**config.mk**
```make
export PLATFORM = sky130hd
export DESIGN_NAME = age_issue_select
export DESIGN_NICKNAME = d
export VERILOG_FILES = /design/src/rtl/age_issue_select_pkg.sv /design/src/rtl/age_issue_select_age_matrix.sv /design/src/rtl/age_issue_select.sv
export SDC_FILE = /design/constraint.sdc
export NUM_CORES = 1
export LEC_CHECK = 0
export ABC_AREA = 1
export CELL_PAD_IN_SITES_DETAIL_PLACEMENT = 0
export CELL_PAD_IN_SITES_GLOBAL_PLACEMENT = 2
export CORE_MARGIN = 1
export CORE_UTILIZATION = 23
export CTS_CLUSTER_DIAMETER = 120
export DETAILED_ROUTE_END_ITERATION = 10
export GPL_ROUTABILITY_DRIVEN = 0
export PLACE_DENSITY = 0.89
export SLEW_MARGIN = 40
export SYNTH_ARGS = -nofsm -noshare
export SYNTH_HDL_FRONTEND = slang
export SYNTH_SLANG_ARGS = --single-unit
```
**constraint.sdc**
```tcl
create_clock -name clock -period 6.2 [get_ports clock]
set_input_delay 0.62 -clock clock [delete_from_list [all_inputs] [get_ports clock]]
set_output_delay 0.62 -clock clock [all_outputs]
set_load 0.03 [all_outputs]
```
**src/rtl/age_issue_select_pkg.sv**
```systemverilog
// rtl/age_issue_select_pkg.sv - default bank geometry for the age-ordered issue selector
package age_issue_select_pkg;

    localparam int DEFAULT_NUM_ENTRIES = 8;
    localparam int DEFAULT_NUM_PORTS   = 2;
    localparam int DEFAULT_PAYLOAD_W   = 64;

endpackage

```
**src/rtl/age_issue_select_age_matrix.sv**
```systemverilog
// rtl/age_issue_select_age_matrix.sv - relative-age matrix with oldest-first pick chain
module age_matrix
    import age_issue_select_pkg::*;
#(
    parameter int NUM_ENTRIES = DEFAULT_NUM_ENTRIES,
    parameter int NUM_PICKS   = DEFAULT_NUM_PORTS
) (
    input  logic                             clock,
    input  logic                             reset,
    input  logic                             flush,
    input  logic [NUM_ENTRIES-1:0]           alloc,
    input  logic [NUM_ENTRIES-1:0]           req_mask,
    output logic [NUM_PICKS*NUM_ENTRIES-1:0] picks
);

    // older[i][j] = 1 : entry i was allocated before entry j
    logic [NUM_ENTRIES-1:0] older [NUM_ENTRIES];

    always_ff @(posedge clock) begin
        if (reset || flush) begin
            for (int i = 0; i < NUM_ENTRIES; i++) begin
                older[i] <= '0;
            end
        end else begin
            for (int i = 0; i < NUM_ENTRIES; i++) begin
                for (int j = 0; j < NUM_ENTRIES; j++) begin
                    if (alloc[i]) begin
                        older[i][j] <= alloc[j] && (i < j);
                    end else if (alloc[j]) begin
                        older[i][j] <= 1'b1;
                    end
                end
            end
        end
    end

    // Pick p is the oldest entry left after removing picks 0..p-1; the
    // lowest index breaks any tie so each pick stays one-hot.
    always_comb begin
        logic [NUM_ENTRIES-1:0] remaining;
        logic                   found;
        logic                   blocked;
        picks     = '0;
        remaining = req_mask;
        found     = 1'b0;
        blocked   = 1'b0;
        for (int p = 0; p < NUM_PICKS; p++) begin
            found = 1'b0;
            for (int i = 0; i < NUM_ENTRIES; i++) begin
                blocked = 1'b0;
                for (int j = 0; j < NUM_ENTRIES; j++) begin
                    if (remaining[j] && older[j][i]) begin
                        blocked = 1'b1;
                    end
                end
                if (remaining[i] && !blocked && !found) begin
                    picks[p*NUM_ENTRIES + i] = 1'b1;
                    found = 1'b1;
                end
            end
            remaining = remaining & ~picks[p*NUM_ENTRIES +: NUM_ENTRIES];
        end
    end

endmodule

```
**src/rtl/age_issue_select.sv**
```systemverilog
// rtl/age_issue_select.sv - oldest-first multi-port issue select with per-port issue registers
module age_issue_select
    import age_issue_select_pkg::*;
#(
    parameter int NUM_ENTRIES = DEFAULT_NUM_ENTRIES,
    parameter int NUM_PORTS   = DEFAULT_NUM_PORTS,
    parameter int PAYLOAD_W   = DEFAULT_PAYLOAD_W,
    parameter int IDX_W       = $clog2(NUM_ENTRIES)
) (
    input  logic                             clock,
    input  logic                             reset,
    input  logic                             flush,
    input  logic [NUM_ENTRIES-1:0]           alloc,
    input  logic [NUM_ENTRIES-1:0]           req,
    input  logic [NUM_ENTRIES*PAYLOAD_W-1:0] entry_payload,
    input  logic [NUM_PORTS-1:0]             port_avail,
    input  logic [NUM_PORTS-1:0]             out_ready,
    output logic [NUM_PORTS-1:0]             clear_valid,
    output logic [NUM_PORTS*IDX_W-1:0]       clear_idx,
    output logic [NUM_PORTS-1:0]             out_valid,
    output logic [NUM_PORTS*PAYLOAD_W-1:0]   out_payload,
    output logic [NUM_PORTS*IDX_W-1:0]       out_idx,
    output logic [NUM_PORTS-1:0]             cdb_req
);

    logic [NUM_ENTRIES-1:0]           eligible;
    logic [NUM_PORTS*NUM_ENTRIES-1:0] picks;
    logic [NUM_PORTS-1:0]             valid_next;
    logic [NUM_PORTS*PAYLOAD_W-1:0]   payload_next;
    logic [NUM_PORTS*IDX_W-1:0]       idx_next;

    // An entry written this cycle has stale sources; it waits a cycle.
    assign eligible = req & ~alloc;

    age_matrix #(
        .NUM_ENTRIES(NUM_ENTRIES),
        .NUM_PICKS  (NUM_PORTS)
    ) u_age_matrix (
        .clock   (clock),
        .reset   (reset),
        .flush   (flush),
        .alloc   (alloc),
        .req_mask(eligible),
        .picks   (picks)
    );

    // Free port k consumes pick number "free ports below k", so a stalled
    // or gated port never shifts the oldest entries past the later ports.
    always_comb begin
        logic [NUM_ENTRIES-1:0] onehot;
        logic [IDX_W-1:0]       sel_idx;
        logic [PAYLOAD_W-1:0]   sel_payload;
        logic                   port_free;
        int                     rank;
        clear_valid  = '0;
        clear_idx    = '0;
        valid_next   = '0;
        payload_next = out_payload;
        idx_next     = out_idx;
        onehot       = '0;
        sel_idx      = '0;
        sel_payload  = '0;
        port_free    = 1'b0;
        rank         = 0;
        for (int k = 0; k < NUM_PORTS; k++) begin
            onehot      = '0;
            sel_idx     = '0;
            sel_payload = '0;
            port_free   = port_avail[k] && (!out_valid[k] || out_ready[k]);
            if (port_free && !flush && !reset) begin
                for (int r = 0; r < NUM_PORTS; r++) begin
                    if (r == rank) begin
                        onehot = picks[r*NUM_ENTRIES +: NUM_ENTRIES];
                    end
                end
                rank = rank + 1;
            end
            for (int i = 0; i < NUM_ENTRIES; i++) begin
                if (onehot[i]) begin
                    sel_idx     = IDX_W'(i);
                    sel_payload = entry_payload[i*PAYLOAD_W +: PAYLOAD_W];
                end
            end
            valid_next[k] = out_valid[k] && !out_ready[k];
            if (|onehot) begin
                clear_valid[k]                      = 1'b1;
                clear_idx[k*IDX_W +: IDX_W]         = sel_idx;
                valid_next[k]                       = 1'b1;
                idx_next[k*IDX_W +: IDX_W]          = sel_idx;
                payload_next[k*PAYLOAD_W +: PAYLOAD_W] = sel_payload;
            end
            if (flush || reset) begin
                valid_next[k] = 1'b0;
            end
        end
    end

    assign cdb_req = valid_next;

    always_ff @(posedge clock) begin
        if (reset) begin
            out_valid   <= '0;
            out_payload <= '0;
            out_idx     <= '0;
        end else begin
            out_valid   <= valid_next;
            out_payload <= payload_next;
            out_idx     <= idx_next;
        end
    end

endmodule
```
Word-level counts from Yosys, hierarchy flattened
Memories as Yosys holds them, arrays and structs flattened.
Cells that the tools add are included.
W data, S select, Z words.
{"block": "word_totals", "register_bits": 136, "ramBits": 64, "in_bits": 535, "output_inout_bits": 146, "elab_cells": 852, "n_memories": 1}
{"block": "classes", "eq_ne": 1, "mux": 513, "n_bitwise": 124, "n_reduce_logical": 208}
{"memory": "u_age_matrix.older", "words": 8, "width": 8, "rd": 8, "rd_clocked_by_memory_dff": 0, "wr": 8, "line_no": "age_issue_select_age_matrix.sv:17", "text": "logic [NUM_ENTRIES-1:0] older [NUM_ENTRIES];"}
{"cell": "$mux W64", "n": 16}
{"cell": "$mux W1", "n": 479}
{"cell": "$logic_and A1 B1 Y1", "n": 166}
{"cell": "$or A1 B1 Y1", "n": 120}
{"cell": "$mux W3", "n": 14}
{"cell": "$logic_not A1 Y1", "n": 36}
{"cell": "$eq A2 B32 Y1 const A", "n": 1}
{"cell": "$logic_not A32 Y1", "n": 1}
{"cell": "$mux W8", "n": 4}
{"cell": "$and A8 B8 Y8", "n": 2}
{"cell": "$not A8 Y8", "n": 2}
{"cell": "$reduce_or A8 Y1", "n": 2}
{"cell": "$logic_or A1 B1 Y1", "n": 3}

Logic depth before layout (Yosys ltp)
{"block": "logic_depth", "word_depth": 80, "depth_mapped": 27, "mapped_depth_nobuf": 26}

By module
A second synthesis with hierarchy kept.
{"block": "unflattened", "hier_cells": 3459, "hier_area_um2": 18992.0}
{"mod": "age_issue_select", "instances": 1, "cells_per_inst": 3014, "area_per_inst_um2": 15481.1, "seq_area_each_um2": 2722.6}
{"mod": "age_matrix", "instances": 1, "cells_per_inst": 445, "area_per_inst_um2": 3510.9, "seq_area_each_um2": 1681.6}

Worst setup path after synthesis
No wires, ideal clock.
{"block": "synth_timing", "path_kind": "in2out", "from": "in alloc[0]", "to": "out cdb_req[1]", "t_arrival_ns": 2.986, "required_ns": 5.580, "path_slack_ns": 2.594, "stages": 22, "n_path_buf": 2, "path_cell_list": "inv_2 -> buf_2 -> nand3_1 -> nand2_1 -> nor2_1 -> nand2_2 -> nand4_4 -> nor2_4 -> nand3_4 -> nand2_1 -> inv_2 -> nand2_1 -> nand2_1 -> nor2_1 -> inv_1 -> nand4_1 -> nand2_1 -> nand2_1 -> buf_4 -> nand4_4 -> o21ai_0 -> inv_1"}
{"block": "synth_via", "elab_chain_len": 68, "word_cells_on_any_way": 298, "cone_classes": "161 x mux; 4 x bitwise; 133 x reduce/logical"}
{"item": "start: declaration", "line_no": "age_issue_select.sv:13", "text": "input logic [NUM_ENTRIES-1:0] alloc,"}
{"item": "$not A8 Y8 *", "line_no": "age_issue_select.sv:33", "text": "assign eligible = req & ~alloc;"}
{"item": "$and A8 B8 Y8 *", "line_no": "age_issue_select.sv:33"}
{"item": "$logic_and A1 B1 Y1", "line_no": "age_issue_select_age_matrix.sv:52", "text": "if (remaining[j] && older[j][i]) begin"}
{"item": "$mux W1 (8 in a row)", "line_no": "age_issue_select_age_matrix.sv:52"}
{"item": "$logic_not A1 Y1", "line_no": "age_issue_select_age_matrix.sv:56", "text": "if (remaining[i] && !blocked && !found) begin"}
{"item": "$logic_and A1 B1 Y1", "line_no": "age_issue_select_age_matrix.sv:56"}
{"item": "$mux W1", "line_no": "age_issue_select_age_matrix.sv:56"}
{"item": "$logic_not A1 Y1", "line_no": "age_issue_select_age_matrix.sv:56"}
{"item": "[... 45 more ...]"}
{"item": "$logic_not A1 Y1", "line_no": "age_issue_select_age_matrix.sv:56"}
{"item": "$logic_and A1 B1 Y1", "line_no": "age_issue_select_age_matrix.sv:56"}
{"item": "$mux W1", "line_no": "age_issue_select_age_matrix.sv:56"}
{"item": "$mux W8 *", "line_no": "age_issue_select.sv:72", "text": "if (r == rank) begin"}
{"item": "$mux W8 *", "line_no": "age_issue_select.sv:70", "text": "if (port_free && !flush && !reset) begin"}
{"item": "$reduce_or A8 Y1 *", "line_no": "age_issue_select.sv:85", "text": "if (|onehot) begin"}
{"item": "$mux W1 *", "line_no": "age_issue_select.sv:85"}
{"item": "$mux W1 *", "line_no": "age_issue_select.sv:92", "text": "if (flush || reset) begin"}
{"item": "end: declaration", "line_no": "age_issue_select.sv:23", "text": "output logic [NUM_PORTS-1:0] cdb_req"}
Every way passes the cells marked *; elsewhere a longest branch is shown, timed or not.

Worst setup path in the final report
{"block": "layout_timing", "from": "in alloc[2]", "to": "out cdb_req[1]"}
{"block": "layout_via", "elab_chain_len": 66, "word_cells_on_any_way": 282, "cone_classes": "145 x mux; 4 x bitwise; 133 x reduce/logical"}
{"item": "$not A8 Y8 *", "line_no": "age_issue_select.sv:33"}
{"item": "$and A8 B8 Y8 *", "line_no": "age_issue_select.sv:33"}
{"item": "$logic_and A1 B1 Y1", "line_no": "age_issue_select_age_matrix.sv:52"}
{"item": "$mux W1 (6 in a row)", "line_no": "age_issue_select_age_matrix.sv:52"}
{"item": "$logic_not A1 Y1", "line_no": "age_issue_select_age_matrix.sv:56"}
{"item": "$logic_and A1 B1 Y1", "line_no": "age_issue_select_age_matrix.sv:56"}
{"item": "$mux W1", "line_no": "age_issue_select_age_matrix.sv:56"}
{"item": "$logic_not A1 Y1", "line_no": "age_issue_select_age_matrix.sv:56"}
{"item": "[... 45 more ...]"}
{"item": "$logic_not A1 Y1", "line_no": "age_issue_select_age_matrix.sv:56"}
{"item": "$logic_and A1 B1 Y1", "line_no": "age_issue_select_age_matrix.sv:56"}
{"item": "$mux W1", "line_no": "age_issue_select_age_matrix.sv:56"}
{"item": "$mux W8 *", "line_no": "age_issue_select.sv:72"}
{"item": "$mux W8 *", "line_no": "age_issue_select.sv:70"}
{"item": "$reduce_or A8 Y1 *", "line_no": "age_issue_select.sv:85"}
{"item": "$mux W1 *", "line_no": "age_issue_select.sv:85"}
{"item": "$mux W1 *", "line_no": "age_issue_select.sv:92"}
Marked as above.

==> results.md <==
Status:
- The flow ran to the end, and the final reports show no timing, DRC or antenna violations.

Timing:
- The final-report hold violation count is 0.
- Of the available clock period, the critical path in the final layout requires 0.8517.
- The clock skew after layout is 0.01834 ns.
- Setup repair after global routing left no endpoint under its margin.
- The total count of max-transition violations in the final report is 0.
- The smallest clock period supported by the final layout is computed as 5.280 ns.
- The worst setup slack after layout is a little over 0.9 ns.
- Across all hold checks on the routed design, the worst slack comes to around 0.47 ns.
- For the pin with the worst max-slew slack, the measured transition is just under 0.9 ns.
- The setup TNS after final layout is 0 ns.
- Setup violations remaining at the end of the flow were counted as 0.
- In this run the tightest slew margin relative to its limit is 0.4220.
- Timing would allow up to 189.4 MHz.

Placement:
- Once placement completed, the tool counted placed cells totaling between 4k and 5k.
- Timing analysis after detailed placement gives a worst setup slack of 0.9240 ns.
- The cell area after placement is between 0.02 and 0.025 mm^2.
- The detailed placer's ending HPWL is approximately 75000 um.
- Buffers placed on the I/O ports in this run total 680.

Yosys:
- The number of synthesized register bits is 192.
- Yosys printed 0 warnings.
- Yosys attributes the largest share of cell area to sky130_fd_sc_hd__dfxtp_1 17%, sky130_fd_sc_hd__nand2_1 15%, sky130_fd_sc_hd__nand3_1 15%.
- The number of nets handed over by synthesis was 3238.
- The share of the Yosys chip area taken by registers is 0.2734.
- Counting flops with a built-in enable in the synthesized netlist gives 56.
- The cell area that synthesis handed to floorplanning was about 0.016 mm^2.
- The area share of the leading cell type in the synthesized netlist is 0.1690.
- The most used flip-flop cell after synthesis is sky130_fd_sc_hd__dfxtp_1.
- sky130_fd_sc_hd__dfxtp_1 takes more of the synthesized area than any other cell.
- The average instance area after synthesis is 5.961 um^2.
- Synthesis produced around 2.7k cells.
- In the synthesized netlist the async set-or-reset flop fraction comes to 0.
- The number of distinct library cells after synthesis is 36.

Finish:
- After filler insertion, the fill cell instance count of the layout stands at roughly 7.6k.
- Leaving out fill and tap cells, the most frequent cells in the layout are 679 x sky130_fd_sc_hd__clkdlybuf4s50_1, 652 x sky130_fd_sc_hd__nand2_1, 489 x sky130_fd_sc_hd__nand3_1.
- The library cell used most frequently in the layout, excluding fill and tap cells, is sky130_fd_sc_hd__clkdlybuf4s50_1.
- The count of cells in the finished layout, fillers not included, comes to ~4.2k.
- After routing the design area is ~0.024 mm^2.
- In the final layout, the share of cells above drive strength 1 is 0.06626.
- For this run, the share of the core covered by cells in the final layout is 0.3553.
- The layout-stage area growth over the synthesis result is 52.02%.
- The number of nets at the end of the flow is around 3.8k.

Global route:
- The number of antenna violations at the first check in global routing is 23.
- The global route total overflow is 0.
- The wire length of the first global-routing pass is between 100000 and 150000 um.
- The via count of the first global-routing pass is about 20k.
- For this run, the total global-route usage over all layers was measured as 0.2808.
- Entering global routing, the biggest net connects between 60 and 70 pins.

Routing:
- The detailed-route DRC error count is 0.
- The detailed router placed ~22k vias in this run.
- The total iterations of the first detailed-routing run is 7.
- Using the TritonRoute via totals, the vias-per-cell ratio works out to 5.101.
- The count of routing violations after the opening detailed-route iteration is about 2.0k.
- The routed length per placed instance is around 25 um.
- For this block, the routed nets add up to 103700 um of wire.
- The number of nets with antenna violations after routing is 0.

Die:
- The die is between 200 and 300 um tall.
- The floorplan has 96 rows.
- The I/O pin total is about 700.
- After floorplanning, the core was sized to cover 0.06895 mm^2.
- The die is approximately 270 um wide.
- The die covers 0.07111 mm^2.
- The starting density of the core is 0.2337.

Clocking:
- CTS placed an instance of sky130_fd_sc_hd__clkbuf_16 at the clock tree root.
- At the later pin of the worst-skew pair, clock insertion delay measures between 0.5 and 0.6 ns.
- Clock-pin slew was measured on the worst setup and hold paths at approximately 0.080 ns.
- Gates resized during post-CTS repair numbered 0.
- The maximum count of clock buffers along a single path is 2.
- For this design, the sink count on the clock tree is 192.
- Post-CTS timing repair inserted 0 buffers for setup.
- The H-tree depth is 4.
- The clock tree from TritonCTS is done.
- The count of hold buffers inserted by post-cts repair is 0.
- The clock buffer count from CTS is 17.

Pwr:
- In this run the power density over the cells is 163.4 mW/mm^2.
- The worst-case IR drop observed on VDD is 0.1211 mV.
- The final total power is 4.003 mW.
- The analysis attributes to cell leakage a power of between 9 and 10 nW.

Critical path:
- STA classifies the critical path endpoint as an output pin.
- The category of the most critical setup path is input pin to output pin.
- The worst setup path is launched from an input pin.
- The maximum fanout count along the critical path is 24.
- The required time at the worst-slack endpoint is around 5.6 ns.
- The arrival time of the worst setup path is approximately 4.7 ns.

Min path:
- The path type of the worst min-delay path is flip-flop to flip-flop.

Job:
- The tool flagged a number of max-cap violations equal to 0.
cell usage after synthesis (3+ instances only):
cell type                  instances
sky130_fd_sc_hd__nand2_1         655
sky130_fd_sc_hd__nand3_1         489
sky130_fd_sc_hd__nor2_1          353
sky130_fd_sc_hd__inv_1           270
sky130_fd_sc_hd__dfxtp_1         136
sky130_fd_sc_hd__clkbuf_1        132
sky130_fd_sc_hd__a21oi_1         128
sky130_fd_sc_hd__o21ai_0         108
sky130_fd_sc_hd__a22oi_1          59
sky130_fd_sc_hd__edfxtp_1         56
sky130_fd_sc_hd__a41oi_1          35
sky130_fd_sc_hd__a221oi_1         34
sky130_fd_sc_hd__a31oi_1          30
sky130_fd_sc_hd__buf_2            28
sky130_fd_sc_hd__nand3_2          28
sky130_fd_sc_hd__inv_2            23
sky130_fd_sc_hd__a21oi_2          20
sky130_fd_sc_hd__o21ai_1          19
sky130_fd_sc_hd__buf_1            18
sky130_fd_sc_hd__nand4_1          12
sky130_fd_sc_hd__nand2_2          11
sky130_fd_sc_hd__nor2_2            9
sky130_fd_sc_hd__nor2_4            9
sky130_fd_sc_hd__o22ai_1           9
sky130_fd_sc_hd__buf_6             6
sky130_fd_sc_hd__buf_4             5
sky130_fd_sc_hd__clkinv_1          3
sky130_fd_sc_hd__nand2_4           3
sky130_fd_sc_hd__nand3_4           3
final cells by class:
| class | instances | area (um^2) | area share |
|---|---|---|---|
| inverters | 298 | 1125 | 0.04592 |
| multi-input cells | 2022 | 9863 | 0.4027 |
| diodes | 19 | 47.55 | 0.001941 |
| flip-flops and latches | 192 | 4404 | 0.1798 |
| clock buffers | 18 | 450.4 | 0.01839 |
| well taps | 931 | 1165 | 0.04756 |
| repair buffers | 731 | 7249 | 0.2960 |
| clock inverters | 14 | 188.9 | 0.007714 |
power breakdown:
group / total, mW / internal (mW) / switching, mW
Clock: 1.28 / 0.613 / 0.670
Sequential: 1.42 / 1.37 / 0.0499
Combinational: 1.30 / 0.564 / 0.735
cells by family (layout without fill, tap and decap cells):
kind of cell | Yosys count | in the layout | share of synthesized area
AND/OR/NAND/NOR | 1578 | 1578 | 0.4330
AO/OA/AOI/OAI | 444 | 444 | 0.1712
buffers and inverters | 489 | 1061 | 0.1224
flip-flops | 192 | 192 | 0.2734
other | 0 | 19 | 0
worst max-delay path, stage by stage:
cell and delay, ns:
sky130_fd_sc_hd__clkdlybuf4s50_1 0.51, sky130_fd_sc_hd__inv_2 0.36, sky130_fd_sc_hd__nand3_1 0.20, sky130_fd_sc_hd__nand2_1 0.16
sky130_fd_sc_hd__nor2_4 0.05, sky130_fd_sc_hd__nand3_4 0.14, sky130_fd_sc_hd__nand3_2 0.11, sky130_fd_sc_hd__nor2_1 0.15
sky130_fd_sc_hd__nand3_2 0.26, sky130_fd_sc_hd__nand2_1 0.17, sky130_fd_sc_hd__nand2_1 0.07, sky130_fd_sc_hd__nor2_1 0.11
sky130_fd_sc_hd__nand2_1 0.07, sky130_fd_sc_hd__nand2_1 0.12, sky130_fd_sc_hd__nor2_1 0.06, sky130_fd_sc_hd__nand4_1 0.08
sky130_fd_sc_hd__nand2_2 0.06, sky130_fd_sc_hd__nand2_1 0.12, sky130_fd_sc_hd__nand2_2 0.09, sky130_fd_sc_hd__clkinv_1 0.08
sky130_fd_sc_hd__nand4_4 0.15, sky130_fd_sc_hd__o21ai_0 0.25, sky130_fd_sc_hd__inv_1 0.06, sky130_fd_sc_hd__clkdlybuf4s50_1 0.59
registers in the layout, indices dropped and copies added, names as in the netlist:
register,cells
u_age_matrix.older,56
out_idx,6
out_valid,2
out_payload,128
metal layers:
| metal | GRT usage | share of wire | routed length, um |
|---|---|---|---|
| met5 | 0 | 0.00077 | 80 |
| met4 | 0.1204 | 0.032 | 3282 |
| met3 | 0.06809 | 0.092 | 9500 |
| met2 | 0.4540 | 0.46 | 48040 |
| met1 | 0.3535 | 0.41 | 42820 |
final timing paths:
path,start,to,slack (ns),depth (start not counted)
min reg2reg,out_idx[5],out_idx[5],0.47,2
min,out_idx[5],out_idx[5],0.47,2
max,alloc[2],cdb_req[1],0.92,24
max reg2reg,u_age_matrix.older[1][2],out_payload[68],2.12,23
(Power assumes the default switching activity.)
